--- src/rtl/serial_framer.sv ---
// Parallel-to-serial framer: start bit (1), data MSB-first, optional even parity, stop bit (0).
// Idle line is 0 so a downstream delay line that resets to 0 sees a quiet line.
module serial_framer #(
    parameter int unsigned WIDTH        = 8,
    parameter int unsigned CLKS_PER_BIT = 1,
    parameter int unsigned PARITY_EN    = 1
) (
    input  logic             clk,
    input  logic             rstn,
    input  logic [WIDTH-1:0] data_in,
    input  logic             valid_in,
    output logic             ready_out,
    output logic             sout,
    output logic             busy,
    output logic             done
);

    localparam int unsigned CNT_W = 8;
    localparam int unsigned IDX_W = $clog2(WIDTH + 1);
    localparam logic [CNT_W-1:0] BIT_LAST = CNT_W'(CLKS_PER_BIT - 1);
    localparam logic [IDX_W-1:0] IDX_LAST = IDX_W'(WIDTH - 1);

    localparam logic [2:0] S_IDLE   = 3'd0;
    localparam logic [2:0] S_START  = 3'd1;
    localparam logic [2:0] S_DATA   = 3'd2;
    localparam logic [2:0] S_PARITY = 3'd3;
    localparam logic [2:0] S_STOP   = 3'd4;

    logic [2:0]       r_state;
    logic [CNT_W-1:0] r_cnt;
    logic [IDX_W-1:0] r_idx;
    logic [WIDTH-1:0] r_shreg;
    logic             r_par;
    logic             r_sout;

    logic [2:0]       w_state_nxt;
    logic [CNT_W-1:0] w_cnt_nxt;
    logic [IDX_W-1:0] w_idx_nxt;
    logic [WIDTH-1:0] w_shreg_nxt;
    logic             w_par_nxt;
    logic             w_sout_nxt;

    logic             w_bit_end;
    logic             w_last_stop;
    logic             w_accept;
    logic [CNT_W-1:0] w_cnt_step;
    logic [WIDTH-1:0] w_shifted;

    assign w_bit_end   = (r_cnt == BIT_LAST);
    assign w_last_stop = (r_state == S_STOP) && w_bit_end;
    assign w_cnt_step  = w_bit_end ? '0 : r_cnt + CNT_W'(1);
    assign w_shifted   = r_shreg << 1;

    // Ready is decoded from registered state only, never from valid_in.
    assign ready_out = (r_state == S_IDLE) || w_last_stop;
    assign w_accept  = valid_in && ready_out;
    assign busy      = (r_state != S_IDLE);
    assign done      = w_last_stop;
    assign sout      = r_sout;

    always_ff @(posedge clk) begin
        if (!rstn) begin
            r_state <= S_IDLE;
            r_cnt   <= '0;
            r_idx   <= '0;
            r_shreg <= '0;
            r_par   <= 1'b0;
            r_sout  <= 1'b0;
        end else begin
            r_state <= w_state_nxt;
            r_cnt   <= w_cnt_nxt;
            r_idx   <= w_idx_nxt;
            r_shreg <= w_shreg_nxt;
            r_par   <= w_par_nxt;
            r_sout  <= w_sout_nxt;
        end
    end

    // sout is computed for the state being entered so it lines up with that state's cycles.
    always_comb begin
        w_state_nxt = r_state;
        w_cnt_nxt   = r_cnt;
        w_idx_nxt   = r_idx;
        w_shreg_nxt = r_shreg;
        w_par_nxt   = r_par;
        w_sout_nxt  = r_sout;
        case (r_state)
            S_IDLE: begin
                w_cnt_nxt = '0;
                if (w_accept) begin
                    w_state_nxt = S_START;
                    w_shreg_nxt = data_in;
                    w_par_nxt   = ^data_in;
                    w_sout_nxt  = 1'b1;
                end
            end
            S_START: begin
                w_cnt_nxt = w_cnt_step;
                if (w_bit_end) begin
                    w_state_nxt = S_DATA;
                    w_idx_nxt   = '0;
                    w_sout_nxt  = r_shreg[WIDTH-1];
                end
            end
            S_DATA: begin
                w_cnt_nxt = w_cnt_step;
                if (w_bit_end) begin
                    w_shreg_nxt = w_shifted;
                    if (r_idx == IDX_LAST) begin
                        w_idx_nxt = '0;
                        if (PARITY_EN != 0) begin
                            w_state_nxt = S_PARITY;
                            w_sout_nxt  = r_par;
                        end else begin
                            w_state_nxt = S_STOP;
                            w_sout_nxt  = 1'b0;
                        end
                    end else begin
                        w_idx_nxt  = r_idx + IDX_W'(1);
                        w_sout_nxt = w_shifted[WIDTH-1];
                    end
                end
            end
            S_PARITY: begin
                w_cnt_nxt = w_cnt_step;
                if (w_bit_end) begin
                    w_state_nxt = S_STOP;
                    w_sout_nxt  = 1'b0;
                end
            end
            S_STOP: begin
                w_cnt_nxt = w_cnt_step;
                if (w_bit_end) begin
                    if (w_accept) begin
                        w_state_nxt = S_START;
                        w_shreg_nxt = data_in;
                        w_par_nxt   = ^data_in;
                        w_sout_nxt  = 1'b1;
                    end else begin
                        w_state_nxt = S_IDLE;
                        w_sout_nxt  = 1'b0;
                    end
                end
            end
            default: begin
                w_state_nxt = S_IDLE;
                w_cnt_nxt   = '0;
                w_sout_nxt  = 1'b0;
            end
        endcase
    end

endmodule

--- config.mk ---
export PLATFORM = sky130hd
export DESIGN_NAME = serial_framer
export DESIGN_NICKNAME = d
export VERILOG_FILES = /design/src/rtl/serial_framer.sv
export SDC_FILE = /design/constraint.sdc
export NUM_CORES = 1
export LEC_CHECK = 0
export CORE_MARGIN = 8
export CORE_UTILIZATION = 30
export DETAILED_ROUTE_END_ITERATION = 16
export SYNTH_ARGS = -nofsm -noshare
export SYNTH_HDL_FRONTEND = slang
export SYNTH_SLANG_ARGS = --single-unit
--- constraint.sdc ---
create_clock -name clk -period 1.62 [get_ports clk]
set_input_delay 0.324 -clock clk [delete_from_list [all_inputs] [get_ports clk]]
set_output_delay 0.324 -clock clk [all_outputs]
set_load 0.05 [all_outputs]
==> load_flow_metrics.sql, run 1 <==
INSERT INTO impl_metrics (metric_group, metric, value, unit) VALUES
('synth', 'synth-async-reset-ratio', '0', '%'),
('setup_path', 'cp_slowest_cell', 'or4_4', ''),
('sta', 'setup_ws', '-0.3665', 'ns'),
('setup_path', 'critPathKind', 'reg2out', ''),
('routing', 'drt-pass1-iter-count', '4', ''),
('routing', 'avgViaCountPerCell', '4.941', ''),
('power_and_ir_drop', 'p_leak', '0.0008840', 'µW'),
('min_path', 'worstHoldPathType', 'reg2reg', ''),
('sta', 'fmax', '0.5034', 'GHz'),
('power_and_ir_drop', 'powerDensity', '1325', 'mW/mm²'),
('clock_tree', 'tritoncts_clock_tree', 'done', ''),
('power_and_ir_drop', 'combinationalPowerShare', '58.5', '%'),
('placement', 'place_hpwl', '2415', 'µm'),
('job', 'cap_viol_max_count', '0', ''),
('run_status', 'violated_checks', 'setup timing', ''),
('placement', 'gp_congestion', '0.8751', ''),
('clock_tree', 'clock_latency', '0.27', 'ns'),
('cells_and_area', 'final_nets', '233', ''),
('global_route', 'first_global_vias', '1288', ''),
('sta', 'finalHoldViolations', '0', ''),
('sta', 'fin_worst_skew', '0.008902', 'ns'),
('run_status', 'outcome', 'complete, but fails checks', ''),
('floorplan', 'core-area', '0.004692', 'mm²'),
('setup_path', 'worstSetupEndpointType', 'output pin', ''),
('synth', 'number_of_enable_flip_flop_cells_after_synthesis', '0', ''),
('setup_path', 'crit_path_start_kind', 'flip-flop', ''),
('sta', 'setup_tns', '-0.9580', 'ns'),
('placement', 'place_worst_setup_slack', '-0.1569', 'ns'),
('synth', 'postSynthCellCount', '166', ''),
('setup_path', 'critical_path_peak_fanout', '3', ''),
('sta', 'setup_repair_after_global_routing_missed_its_margin', 'true', ''),
('global_route', 'number_of_antenna_violations_at_the_first_check_in_global_routing', '0', ''),
('synth', 'synth.yosys.seq_area_share', '34.54', '%'),
('power_and_ir_drop', 'fin_total_pwr', '2857', 'µW'),
('synth', 'synth.cell_area', '0.001449', 'mm²'),
('power_and_ir_drop', 'p_switching', '1061', 'µW'),
('floorplan', 'floorplan.rows', '25', ''),
('floorplan', 'die-width', '85.50', 'µm'),
('floorplan', 'pin_count', '15', ''),
('clock_tree', 'cts-buffers-inserted', '3', ''),
('sta', 'final_number_of_max_transition_violations', '0', ''),
('routing', 'detail_route.iter0.violations', '77', ''),
('cells_and_area', 'diodes', '0', ''),
('setup_path', 'crit_path_max_incr_delay', '0.58', 'ns'),
('routing', 'drt-total-wl', '3482', 'µm'),
('routing', 'post_drt_wl_per_cell', '12.80', 'µm'),
('routing', 'remaining_drc_errors', '0', ''),
('floorplan', 'chipHeight', '85.50', 'µm'),
('sta', 'worstMarginPinSlew', '0.2873', 'ns'),
('global_route', 'grt_start_max_net_pins', '21', ''),
('global_route', 'grt-ovfl-total', '0', ''),
('cells_and_area', 'end_of_flow_core_utilization', '45.97', '%'),
('synth', 'synth_seq_cells', '25', ''),
('setup_path', 'cp_num_buf_inv', '1', ''),
('floorplan', 'initial_utilization', '30.88', '%'),
('min_path', 'worstHoldStart', 'r_shreg[5]', ''),
('placement', 'count_of_input_and_output_buffers', '14', ''),
('cells_and_area', 'areaGrowthSynthToFinish', '48.88', '%'),
('synth', 'dominantRegCellSynth', 'dfxtp_1', ''),
('setup_path', 'arrival', '1.66', 'ns'),
('clock_tree', 'ctsHtreeMaxLevel', '1', ''),
('sta', 'post-route-period-util', '122.6', '%'),
('global_route', 'grt_pass1_wl', '5754', 'µm'),
('power_and_ir_drop', 'internal_power', '1796', 'µW'),
('clock_tree', 'clk_pin_slew', '0.09', 'ns'),
('synth', 'avgSynthCellArea', '8.728', 'µm²'),
('setup_path', 'crit_path_start', 'r_cnt[7]', ''),
('sta', 'fin_crit', '1.986', 'ns'),
('setup_path', 'worst_r2r_startpoint', 'r_cnt[1]', ''),
('synth', 'synth_warnings', '0', ''),
('sta', 'finalSetupViolations', '16', '');
-- Yosys cell counts, types with 2 or more instances --
master | count | area (µm²)
dfxtp_1 | 25 | 500.5
nand2_1 | 21 | 78.83
nor2_1 | 13 | 48.80
nand3_1 | 10 | 50.05
xnor2_1 | 9 | 78.83
mux2i_1 | 8 | 80.08
mux2_2 | 7 | 78.83
inv_1 | 6 | 22.52
o21ai_0 | 6 | 30.03
xor2_1 | 6 | 52.55
a21oi_1 | 5 | 25.02
and3_1 | 4 | 25.02
buf_2 | 4 | 20.02
clkbuf_1 | 3 | 11.26
ha_1 | 3 | 37.54
nand3b_1 | 3 | 22.52
or4_1 | 3 | 22.52
nor2b_1 | 2 | 12.51
o211ai_1 | 2 | 15.01
or2_2 | 2 | 12.51
-- tightest hold or removal path, stage by stage, from the launching register on --
cell,delay (ns)
dfxtp_1,0.31
nand2_1,0.05
mux2i_1,0.05
-- worst paths after layout --
check / slack [ns] / cells past startpoint / endpoint
hold / removal: 0.46 / 2 / r_shreg[5]
setup reg to reg: -0.11 / 6 / sout
hold reg to reg: 0.46 / 2 / r_shreg[5]
setup / recovery: -0.37 / 4 / ready_out
-- power by group through the flow --
stage               sequential (µW)  combinational [µW]  clock [µW]
finish                          823                1670         362
global route                    839                1790         411
CTS                             818                1600         375
global placement                841                1370           0
floorplan                       848                 903           0
detailed placement              841                1370           0
-- final cells by class --
class,instances,area [µm²]
Sequential cell,25,510.5
Multi-Input combinational cell,127,1007
Tap cell,54,67.56
Fill cell,469,2535
Clock buffer,4,45.04
Timing Repair Buffer,56,504.2
Inverter,6,22.52
-- stage by stage --
step           hold WS [ns]  area (µm²)  instances
2_1_floorplan        0.4341        1495        166
3_3_place_gp         0.4437        1908        257
3_5_place_dp         0.4514        1908        257
4_1_cts              0.4651        2068        269
5_1_grt              0.4921        2157        272
6_report             0.4608        2157        272
-- state kept, by name, indices dropped and copies added, names as in the netlist --
| register | cells |
|---|---|
| r_shreg | 8 |
| r_par | 1 |
| r_cnt | 8 |
| sout | 1 |
| r_state | 3 |
| r_idx | 4 |
-- routing by layer --
| layer | GRT usage (%) | vias up | wire [µm] |
|---|---|---|---|
| li1 | - | 694 | - |
| met1 | 12.23 | 616 | 1667 |
| met2 | 14.81 | 26 | 1599 |
| met3 | 1.624 | 8 | 131 |
| met4 | 5.255 | 0 | 82 |
| met5 | 0 | - | 0 |
-- timing repair --
item	CTS	global route
hold buffers	0	0
setup buffers	8	3
gates resized for setup	15	20
pin swaps	6	15
endpoints found under the setup margin	6	25
-- cell families after synthesis --
logic type,after synthesis,synth area share [%]
xor gates and xnor gates,15,9.068
adders and majority gates,3,2.591
AOI/OAI and AO/OA,23,10.54
and+or+nand+nor,71,27.81
muxes,15,10.97
DFF,25,34.54
buffers and inverters,14,4.490
-- placed cells by master (no fill, tap or decap), types with 4 or more instances in the layout --
master / Yosys / layout
buf_4: 0 / 36
buf_6: 1 / 7
clkdlybuf4s50_1: 0 / 10
dfxtp_1: 25 / 19
dfxtp_2: 0 / 5
inv_1: 6 / 4
mux2_2: 7 / 7
mux2i_1: 8 / 8
nand2_1: 21 / 20
nand3_1: 10 / 10
nor2_1: 13 / 9
xnor2_1: 9 / 9
xor2_1: 6 / 6
(Power assumes the default switching activity.)
==> inputs of run 2 (changes only) <==
CTS_BUF_LIST = sky130_fd_sc_hd__clkbuf_8   (was not set)
==> run 2 against run 1 <==
  * The flow still finishes with violations (setup timing)
  * Clock skew about the same
  * Count of clock-buffer cells in the layout down 1
  * Non-clock buffer count unchanged
  * Register-to-register slack about the same
  * Largest power group unchanged
==> load_flow_metrics.sql, run 2 (synthesis results as in run 1) <==
INSERT INTO impl_metrics (metric_group, metric, value, unit) VALUES
('global_route', 'first_global_vias', '1288', ''),
('sta', 'setup_repair_after_global_routing_missed_its_margin', 'true', ''),
('cells_and_area', 'final_cell_mix', '36 x buf_4, 20 x nand2_1, 19 x dfxtp_1, 10 x nand3_1, 10 x clkdlybuf4s50_1', ''),
('floorplan', 'floorplan.rows', '25', ''),
('routing', 'dr_total_vias', '1344', ''),
('floorplan', 'die-width', '85.50', 'µm'),
('sta', 'fin_crit', '1.986', 'ns'),
('run_status', 'outcome', 'complete, but fails checks', ''),
('sta', 'fmax', '0.5034', 'GHz'),
('cells_and_area', 'areaGrowthSynthToFinish', '48.88', '%'),
('setup_path', 'critical_path_peak_fanout', '3', ''),
('floorplan', 'chipHeight', '85.50', 'µm'),
('floorplan', 'core-area', '0.004692', 'mm²'),
('run_status', 'violated_checks', 'setup timing', ''),
('placement', 'gp_congestion', '0.8751', ''),
('sta', 'setup_ws', '-0.3665', 'ns'),
('global_route', 'grt_pass1_wl', '5754', 'µm'),
('clock_tree', 'postCtsHoldBufs', '0', ''),
('cells_and_area', 'n_fill_cell', '469', ''),
('floorplan', 'die_area', '0.007309', 'mm²'),
('sta', 'worstMarginPinSlew', '0.2873', 'ns'),
('floorplan', 'initial_utilization', '30.88', '%'),
('power_and_ir_drop', 'fin_total_pwr', '2851', 'µW'),
('placement', 'place_hpwl', '2415', 'µm'),
('clock_tree', 'clock_latency', '0.27', 'ns'),
('power_and_ir_drop', 'irDropWorstVdd', '0.5921', 'mV'),
('clock_tree', 'clockRootBuffer', 'clkbuf_8', ''),
('routing', 'drt-total-wl', '3482', 'µm'),
('clock_tree', 'ctsHtreeMaxLevel', '1', ''),
('sta', 'post-route-period-util', '122.6', '%'),
('sta', 'fin_worst_skew', '0.008590', 'ns'),
('clock_tree', 'tritoncts_clock_tree', 'done', ''),
('cells_and_area', 'diodes', '0', ''),
('power_and_ir_drop', 'p_leak', '0.0008881', 'µW'),
('setup_path', 'critPathKind', 'reg2out', ''),
('sta', 'setup_tns', '-0.9556', 'ns'),
('routing', 'post_drt_wl_per_cell', '12.80', 'µm'),
('global_route', 'grt-ovfl-total', '0', ''),
('sta', 'worst_slew_margin_rel', '80.78', '%'),
('global_route', 'number_of_antenna_violations_at_the_first_check_in_global_routing', '0', ''),
('sta', 'finalSetupViolations', '16', ''),
('setup_path', 'arrival', '1.66', 'ns'),
('clock_tree', 'cts-buffers-inserted', '3', ''),
('global_route', 'grt_start_max_net_pins', '21', ''),
('cells_and_area', 'final_common_cell', 'buf_4', ''),
('cells_and_area', 'biggestRegsByFlops', 'r_cnt: 8 flops, r_shreg: 8 flops, r_idx: 4 flops', ''),
('power_and_ir_drop', 'powerDensity', '1322', 'mW/mm²'),
('clock_tree', 'cts.sinks', '25', ''),
('floorplan', 'pin_count', '15', ''),
('placement', 'count_of_input_and_output_buffers', '14', ''),
('clock_tree', 'cts_buffer_depth', '2', ''),
('routing', 'avgViaCountPerCell', '4.941', ''),
('routing', 'drt-pass1-iter-count', '4', ''),
('routing', 'detail_route.iter0.violations', '80', ''),
('placement', 'place_worst_setup_slack', '-0.1569', 'ns'),
('sta', 'finalHoldViolations', '0', ''),
('setup_path', 'worstSetupEndpointType', 'output pin', ''),
('setup_path', 'worstPathRequired', '1.30', 'ns'),
('setup_path', 'crit_path_start_kind', 'flip-flop', ''),
('min_path', 'worstHoldPathType', 'reg2reg', ''),
('cells_and_area', 'proportion_of_layout_cells_with_a_drive_suffix_above_1', '41.74', '%'),
('cells_and_area', 'final_nets', '233', ''),
('clock_tree', 'clk_pin_slew', '0.09', 'ns'),
('global_route', 'groute.usage.overall', '9.549', '%'),
('job', 'cap_viol_max_count', '0', ''),
('sta', 'final_number_of_max_transition_violations', '0', ''),
('routing', 'remaining_drc_errors', '0', ''),
('routing', 'antenna_left', '0', '');
==> run 2: cell count changes in the layout (fill, tap and decap cells not counted), sizes merged <==
cell and change:
inv +1, clkbuf -1
==> run 2: routing by layer <==
layer / share of wire, % / wire [µm] / GRT usage, %
met4: 2.4 / 82 / 5.255
met2: 46 / 1600 / 14.81
met5: 0 / 0 / 0
met1: 48 / 1666 / 12.23
met3: 3.8 / 131 / 1.624
==> run 2: per-stage QoR <==
step                      hold slack, ns  utilization (%)  instances  instance area (µm²)
after global placement            0.4437            40.67        257                 1908
after global routing              0.4921            45.97        272                 2157
final                             0.4608            45.97        272                 2157
after CTS                         0.4651            44.08        269                 2068
after floorplan                   0.4341                -        166                 1495
after detailed placement          0.4514            40.67        257                 1908
==> run 2: power by group <==
part / leakage [µW] / switching [µW] / total (µW) / internal (µW)
Clock: 0.0000269 / 186 / 356 / 169
Combinational: 0.000654 / 796 / 1670 / 876
Sequential: 0.000207 / 78.5 / 823 / 745
Total: 0.000888 / 1060 / 2850 / 1790
==> run 2: cell type report <==
class                   instances  area, µm²  share of cell area (%)
clock buffers                   3      41.29                   1.914
repair buffers                 56      504.2                   23.38
well taps                      54      67.56                   3.132
inverters                       6      22.52                   1.044
clock inverters                 1      3.754                  0.1740
flip-flops and latches         25      510.5                   23.67
multi-input cells             127       1007                   46.69
==> run 2: path summary, 6_finish.rpt <==
| kind | start | end | slack [ns] | cells after the start |
|---|---|---|---|---|
| worst max-delay path | r_cnt[7] | ready_out | -0.37 | 4 |
| worst min-delay path | r_shreg[5] | r_shreg[5] | 0.46 | 2 |
| worst max register to register | r_cnt[1] | sout | -0.11 | 6 |
| worst min register to register | r_shreg[5] | r_shreg[5] | 0.46 | 2 |
==> run 2: worst max-delay path, stage by stage (launching register included) <==
cell,delay (ns)
dfxtp_2,0.34
or4_4,0.58
o21ai_4,0.18
and2_4,0.17
buf_12,0.13
==> run 2: what timing repair did <==
item	CTS	global route
pin swaps	6	15
setup endpoints to repair	6	25
gates resized for setup	15	20
setup buffers	8	3
gates cloned	0	0
